==> src/rtl/compress_ctrl.sv <==
// Three-stage block pipeline controller with a beat FSM that emits one compressed beat or two raw half-beats per block.
// Latency: a block accepted in cycle N is presented at N+3. Backpressure ripples back from out_ready through the occupancy bits to in_ready.
module compress_ctrl #(
  parameter int CNT_W = 16
) (
  input  logic             clk,
  input  logic             rst_n,
  input  logic             in_valid,
  output logic             in_ready,
  input  logic             flush,
  output logic [2:0]       stage_en,
  input  logic             commit_compressable,
  output logic             out_valid,
  input  logic             out_ready,
  output logic [1:0]       out_flag,
  output logic             busy,
  output logic [CNT_W-1:0] cnt_comp,
  output logic [CNT_W-1:0] cnt_raw
);

  typedef enum logic [1:0] {IDLE, COMP, RAW0, RAW1} state_e;

  state_e           state_q, state_d, load_state;
  logic             v1_q, v1_d, v2_q, v2_d, v3_q, v3_d;
  logic [CNT_W-1:0] cnt_comp_q, cnt_comp_d, cnt_raw_q, cnt_raw_d;
  logic             last_acc, adv1, adv2, adv3;

  always_comb begin
    out_valid = (state_q != IDLE);
    case (state_q)
      COMP:    out_flag = 2'b01;
      RAW0:    out_flag = 2'b10;
      RAW1:    out_flag = 2'b11;
      default: out_flag = 2'b00;
    endcase
    last_acc = out_valid & out_ready & ((state_q == COMP) | (state_q == RAW1));
    adv3     = v2_q & (~v3_q | last_acc);
    adv2     = v1_q & (~v2_q | adv3);
    adv1     = in_valid & (~v1_q | adv2);
    in_ready = ~flush & (~v1_q | adv2);
    stage_en = flush ? 3'b000 : {adv3, adv2, adv1};
    busy     = v1_q | v2_q | v3_q;
    cnt_comp = cnt_comp_q;
    cnt_raw  = cnt_raw_q;
  end

  always_comb begin
    v1_d = v1_q;
    v2_d = v2_q;
    v3_d = v3_q;
    if (adv1)          v1_d = 1'b1;
    else if (adv2)     v1_d = 1'b0;
    if (adv2)          v2_d = 1'b1;
    else if (adv3)     v2_d = 1'b0;
    if (adv3)          v3_d = 1'b1;
    else if (last_acc) v3_d = 1'b0;

    // The compressable bit is only looked at while the block moves into stage 3.
    load_state = adv3 ? (commit_compressable ? COMP : RAW0) : IDLE;
    state_d    = state_q;
    case (state_q)
      IDLE:       state_d = load_state;
      COMP, RAW1: if (last_acc) state_d = load_state;
      RAW0:       if (out_ready) state_d = RAW1;
      default:    state_d = IDLE;
    endcase

    cnt_comp_d = cnt_comp_q;
    cnt_raw_d  = cnt_raw_q;
    if (!flush && out_ready && state_q == COMP && cnt_comp_q != '1)
      cnt_comp_d = cnt_comp_q + CNT_W'(1);
    if (!flush && out_ready && state_q == RAW1 && cnt_raw_q != '1)
      cnt_raw_d = cnt_raw_q + CNT_W'(1);

    if (flush) begin
      v1_d    = 1'b0;
      v2_d    = 1'b0;
      v3_d    = 1'b0;
      state_d = IDLE;
    end
  end

  always_ff @(posedge clk or negedge rst_n) begin
    if (!rst_n) begin
      v1_q       <= 1'b0;
      v2_q       <= 1'b0;
      v3_q       <= 1'b0;
      state_q    <= IDLE;
      cnt_comp_q <= '0;
      cnt_raw_q  <= '0;
    end else begin
      v1_q       <= v1_d;
      v2_q       <= v2_d;
      v3_q       <= v3_d;
      state_q    <= state_d;
      cnt_comp_q <= cnt_comp_d;
      cnt_raw_q  <= cnt_raw_d;
    end
  end

endmodule

==> config.mk <==
export PLATFORM = sky130hd
export DESIGN_NAME = compress_ctrl
export DESIGN_NICKNAME = d
export VERILOG_FILES = /design/src/rtl/compress_ctrl.sv
export SDC_FILE = /design/constraint.sdc
export NUM_CORES = 1
export LEC_CHECK = 0
export ABC_AREA = 1
export ABC_CLOCK_PERIOD_IN_PS = 2700
export CORE_ASPECT_RATIO = 1.1
export CORE_MARGIN = 5
export CORE_UTILIZATION = 40
export DETAILED_ROUTE_END_ITERATION = 6
export HOLD_SLACK_MARGIN = 0.05
export PLACE_DENSITY = 0.71
export SLEW_MARGIN = 25
export SYNTH_ARGS = -nofsm -noshare
export SYNTH_HDL_FRONTEND = slang
export SYNTH_SLANG_ARGS = --single-unit
export TNS_END_PERCENT = 50
==> constraint.sdc <==
create_clock -name clk -period 2.7 [get_ports clk]
set_clock_uncertainty 0.1 [all_clocks]
set_input_delay 0.54 -clock clk [delete_from_list [all_inputs] [get_ports clk]]
set_output_delay 0.54 -clock clk [all_outputs]
set_load 0.01 [all_outputs]
Word-level counts from Yosys, hierarchy flattened
Index checks and enable logic that the tools add are counted.
- add/subtract/negate cells: 2
- bitwise gates (word level): 16
- eq/ne operators: 7
- reductions and logical operators: 13
- mux-type cells: 17
- operators with widths (operator ; count):
    $add 16x1->16 const B ; 2
    $ne 16x16->1 const B ; 2
    $pmux 2 s3 ; 2
    $mux 2 ; 5
    $mux 1 ; 9
    $reduce_bool 3->1 ; 3
    $and 1x1->1 ; 6
    $ne 3x3->1 const B ; 2
    $or 1x1->1 ; 6
    $logic_and 1x1->1 ; 5
    $eq 2x2->1 const B ; 2
    $not 1->1 ; 4
    $mux 3 ; 1
    $eq 2x1->1 const B ; 1
    $logic_not 2->1 ; 1
    $reduce_and 2->1 ; 1
    $reduce_bool 2->1 ; 1
    $reduce_or 2->1 ; 1
    $logic_not 1->1 ; 1
- logic and storage cells: 61
- output and inout port bits: 40
- bits in registers: 37
- bits of input ports: 6

Longest topological paths before layout
Gate-level depths: netlist (run 1).
- depth in word-level cells: 11
- depth in mapped cells: 10
- gate-level depth less buffers: 9

Worst setup path after synthesis (run 1)
No wires, ideal clock.
- kind: input-to-output
- start: input out_ready
- end: output stage_en[0]
- stages: 7
- arrival: 1.123 ns
- data required time: 2.060 ns
- slack: 0.937 ns
- buffers on the path: 1
- cells stage by stage: nand2_2 -> nand2_1 -> nor2_1 -> nand2_1 -> nand2_1 -> nor2_1 -> buf_4
- word-level cells in the longest chain between the ends: 9
- RTL lines (element ; line ; text):
    start: declaration ; 14 ; input logic out_ready,
    $and 1x1->1 (2 in a row) ; 36 ; last_acc = out_valid & out_ready & ((state_q == COMP) | (state_q == RAW1));
    $or 1x1->1 ; 37 ; adv3 = v2_q & (~v3_q | last_acc);
    $and 1x1->1 ; 37 ;
    $or 1x1->1 ; 38 ; adv2 = v1_q & (~v2_q | adv3);
    $and 1x1->1 ; 38 ;
    $or 1x1->1 ; 39 ; adv1 = in_valid & (~v1_q | adv2);
    $and 1x1->1 ; 39 ;
    $mux 3 ; 41 ; stage_en = flush ? 3'b000 : {adv3, adv2, adv1};
    end: declaration ; 11 ; output logic [2:0] stage_en,
No other way between the ends.

Final worst setup path (run 1)
- start: input out_ready
- end: output stage_en[2]
- word-level cells in the longest chain between the ends: 5
- RTL lines (element ; line):
    $and 1x1->1 (2 in a row) ; 36
    $or 1x1->1 ; 37
    $and 1x1->1 ; 37
    $mux 3 ; 41
No other way between the ends.

==> results.cfg, run 1 <==
[clock_network]
htreeDepth = 2
cts_tree = yes
clkTransAtPathRegs_ns = 0.07
root_buffer = clkbuf_8
ctsHoldBuffers = 0
cts_setup_buffers = 0
cts.sinks = 37
clock_latency_ns = 0.28
cts_buffer_depth = 2
cts_buffers = 5

[timing]
timing.hold.ws_ns = 0.256
setup_viol = 0
rsz0062_at_grt = no
period_minus_slack_ns = 2.54
hold_viol_final = 0
post-route-period-util = 0.942
final_max_slew_viol_count = 0
worst_pin_slew_ns = 0.833
fmax_mhz = 393
layout_setup_ws_ns = 0.157
max_slew_margin = 0.444

[setup_path]
cpPeakStageDelay_ns = 0.54
path_class = primary input to output pin
end_kind = output pin
cp.arrival_ns = 1.90
crit_fanout = 4
worstPathRequired_ns = 2.06
critical-path-slowest-cell = clkdlybuf4s50_1
critPathLaunchType = primary input
critPathTopFamily = buffers and inverters
crit_buf_inv = 2
crit_path_cell_trace = clkdlybuf4s50_1, nand2_2, nand2_2, nand2_1, nor2_1, clkdlybuf4s50_1

[routing]
routedWlPerCell_um = 11.4
drt_first_pass_iters = 4
vias = 2207
initialDrtViolationCount = 88
route.detailed.drc = 0
via_per_inst = 4.76
postRouteWirelength_um = 5300
antenna_left = 0

[floorplan]
ioPinCount = 46
die_y_um = 90.3
die_area_um2 = 7500
core-area_um2 = 5730
die_x_um = 83.0
start_util = 0.409
rows = 29

[place]
gp_congestion = 0.855
dp_hpwl_um = 3920
placed_area_um2 = 2830
place_ws_ns = -0.0204
portBuffers = 45

[synthesis]
yosys.area.top_type = dfrtp_1
avgSynthCellArea_um2 = 6.88
synthCells = 341
synth_warnings = 0
synth-edff-count = 0
synthArstFlopShare = 1.00
yosysMostFrequentCell = nand2_1
synth_area_um2 = 2350
ys_ff_latch = 37
synth_flop_cell = dfrtp_1
ys_seq_area_frac = 0.395
synth_fp_nets = 349
post-synth-top-area-fraction = 0.395
synth_cell_type_count = 26
synthTopCellsByArea = dfrtp_1 (39%), nand2_1 (24%), nor2_1 (6.1%), inv_1 (5.0%), xnor2_1 (4.5%)
synth_top_cells_by_count = nand2_1 (149), nor2_1 (38), dfrtp_1 (37)

[power]
combinationalPowerShare = 0.139
netSwitchingPower_mw = 0.332
ir_worst_vdd_uv = 249
pwr-share-clk = 0.352
p_int_mw = 0.896
power_density_nw_per_um2 = 418
total_power_mw = 1.23
leakage_nw = 1.36
switching_share = 0.271
p_seq_frac = 0.509

[global_routing]
grt_pass1_wl_um = 9690
antenna_found_initial = 0
gr-total-overflow = 0
grt_pass1_vias = 2207
grt_util_all_layers = 0.151
grt_max_degree = 38

[finish]
num-fill-cells = 612
multi_input_area_um2 = 1220
diodes = 0
final_layout_size_suffix_gt1_frac = 0.0698
regArea_um2 = 926
nNetsFinal = 394
final_util = 0.513
area_growth_pct = 25.3
fin_area_um2 = 2940

[job]
maxCapViolations = 0

[min_path]
hp-class = primary input to asynchronous set/reset pin

[outcome]
status = finished, final reports clean
-- through the flow --
| step | TNS (ns) | std cells |
|---|---|---|
| 2_1_floorplan | 0 | 341 |
| 3_3_place_gp | 0 | 456 |
| 3_5_place_dp | -0.0204 | 456 |
| 4_1_cts | 0 | 464 |
| 5_1_grt | 0 | 464 |
| 6_report | 0 | 464 |
-- timing repair --
| item | 4_1_cts | 5_1_grt |
|---|---|---|
| setup endpoints to repair | 1 | 2 |
| gates resized for setup | 1 | 3 |
| pin swaps | 0 | 0 |
| gates cloned | 0 | 0 |
-- worst reg2reg max path: cells and delay by family (launching register included) --
family,cells,cell delay [ns]
buffers and inverters,1,0.09
AO/OA/AOI/OAI,1,0.40
adder cells (fa/ha/maj),1,0.30
AND/OR/NAND/NOR,4,0.45
flip-flops,1,0.45
-- power by group through the flow --
stage	combinational [mW]	clock, mW	sequential [mW]
5_1_grt	0.196	0.471	0.630
2_1_floorplan	0.0772	0	0.636
3_5_place_dp	0.173	0	0.635
6_report	0.171	0.433	0.625
4_1_cts	0.174	0.445	0.625
3_3_place_gp	0.172	0	0.635
-- cell usage in the layout, fill, tap and decap left out, types with 2 or more instances in the layout --
cell type | Yosys | routed
nand2_1 | 149 | 148
nand3_2 | 2 | 2
nand4_1 | 15 | 15
nor2_1 | 38 | 38
a21oi_1 | 3 | 3
clkbuf_8 | 0 | 7
xor2_1 | 3 | 3
nand2_4 | 2 | 2
ha_1 | 2 | 2
nand3_1 | 17 | 17
nor2_2 | 2 | 2
inv_1 | 31 | 31
clkdlybuf4s50_1 | 0 | 41
dfrtp_1 | 37 | 37
buf_4 | 5 | 3
xnor2_1 | 12 | 12
nand2_2 | 4 | 5
o21ai_0 | 6 | 6
dlymetal6s2s_1 | 0 | 2
-- area by class of cell --
| cell class | count | area share |
|---|---|---|
| Multi-Input combinational cell | 261 | 0.415 |
| Sequential cell | 37 | 0.315 |
| Timing Repair Buffer | 48 | 0.160 |
| Inverter | 33 | 0.0421 |
| Clock buffer | 7 | 0.0328 |
| Tap cell | 77 | 0.0328 |
| Clock inverter | 1 | 0.00170 |
-- per-layer routing --
layer | part of all wire | GRT usage | vias to the layer above
met4 | 0.0058 | 0.0327 | 0
met2 | 0.49 | 0.262 | 41
met1 | 0.47 | 0.192 | 1019
met5 | 0 | 0 | -
li1 | - | - | 1143
met3 | 0.034 | 0.0310 | 4
-- state kept, by name, summed over array words and instances (netlist names) --
name and count:
cnt_comp 16, cnt_raw 16, state_q 2, v1_q 1, v2_q 1, v3_q 1
-- kinds of logic (layout without fill, tap and decap cells) --
kind of cell | after synthesis | count (layout) | synth area share
AO/OA/AOI/OAI | 12 | 12 | 0.0288
XOR/XNOR | 15 | 15 | 0.0560
adder cells (fa/ha/maj) | 2 | 2 | 0.0107
buffers and inverters | 43 | 89 | 0.0864
flip-flops | 37 | 37 | 0.395
AND/OR/NAND/NOR | 232 | 232 | 0.423
-- path summary, 6_finish.rpt --
path / cells after the start / startpoint / end / slack [ns]
min in group clk: 1 / cnt_comp[12]$_DFFE_PN0P_ / cnt_comp[12]$_DFFE_PN0P_ / 0.44
worst min-delay path: 1 / rst_n / state_q[0]$_DFFE_PN0P_ / 0.26
worst max register to register: 7 / cnt_raw[0]$_DFFE_PN0P_ / cnt_raw[13]$_DFFE_PN0P_ / 0.86
max in group asynchronous: 1 / rst_n / cnt_comp[10]$_DFFE_PN0P_ / 1.73
worst min register to register: 1 / cnt_comp[12]$_DFFE_PN0P_ / cnt_comp[12]$_DFFE_PN0P_ / 0.44
worst max-delay path: 6 / out_ready / stage_en[2] / 0.16
Power figures use the tool's default switching activity.
==> run 2, diff against run 1 <==
--- a/config.mk
+++ b/config.mk
@@ -10,6 +10,7 @@
 export CORE_ASPECT_RATIO = 1.1
 export CORE_MARGIN = 5
 export CORE_UTILIZATION = 40
+export CTS_CLUSTER_SIZE = 25
 export DETAILED_ROUTE_END_ITERATION = 6
 export HOLD_SLACK_MARGIN = 0.05
 export PLACE_DENSITY = 0.71
==> results of run 2 <==
The final DEF is identical to that of run 1; final timing and power are the same.
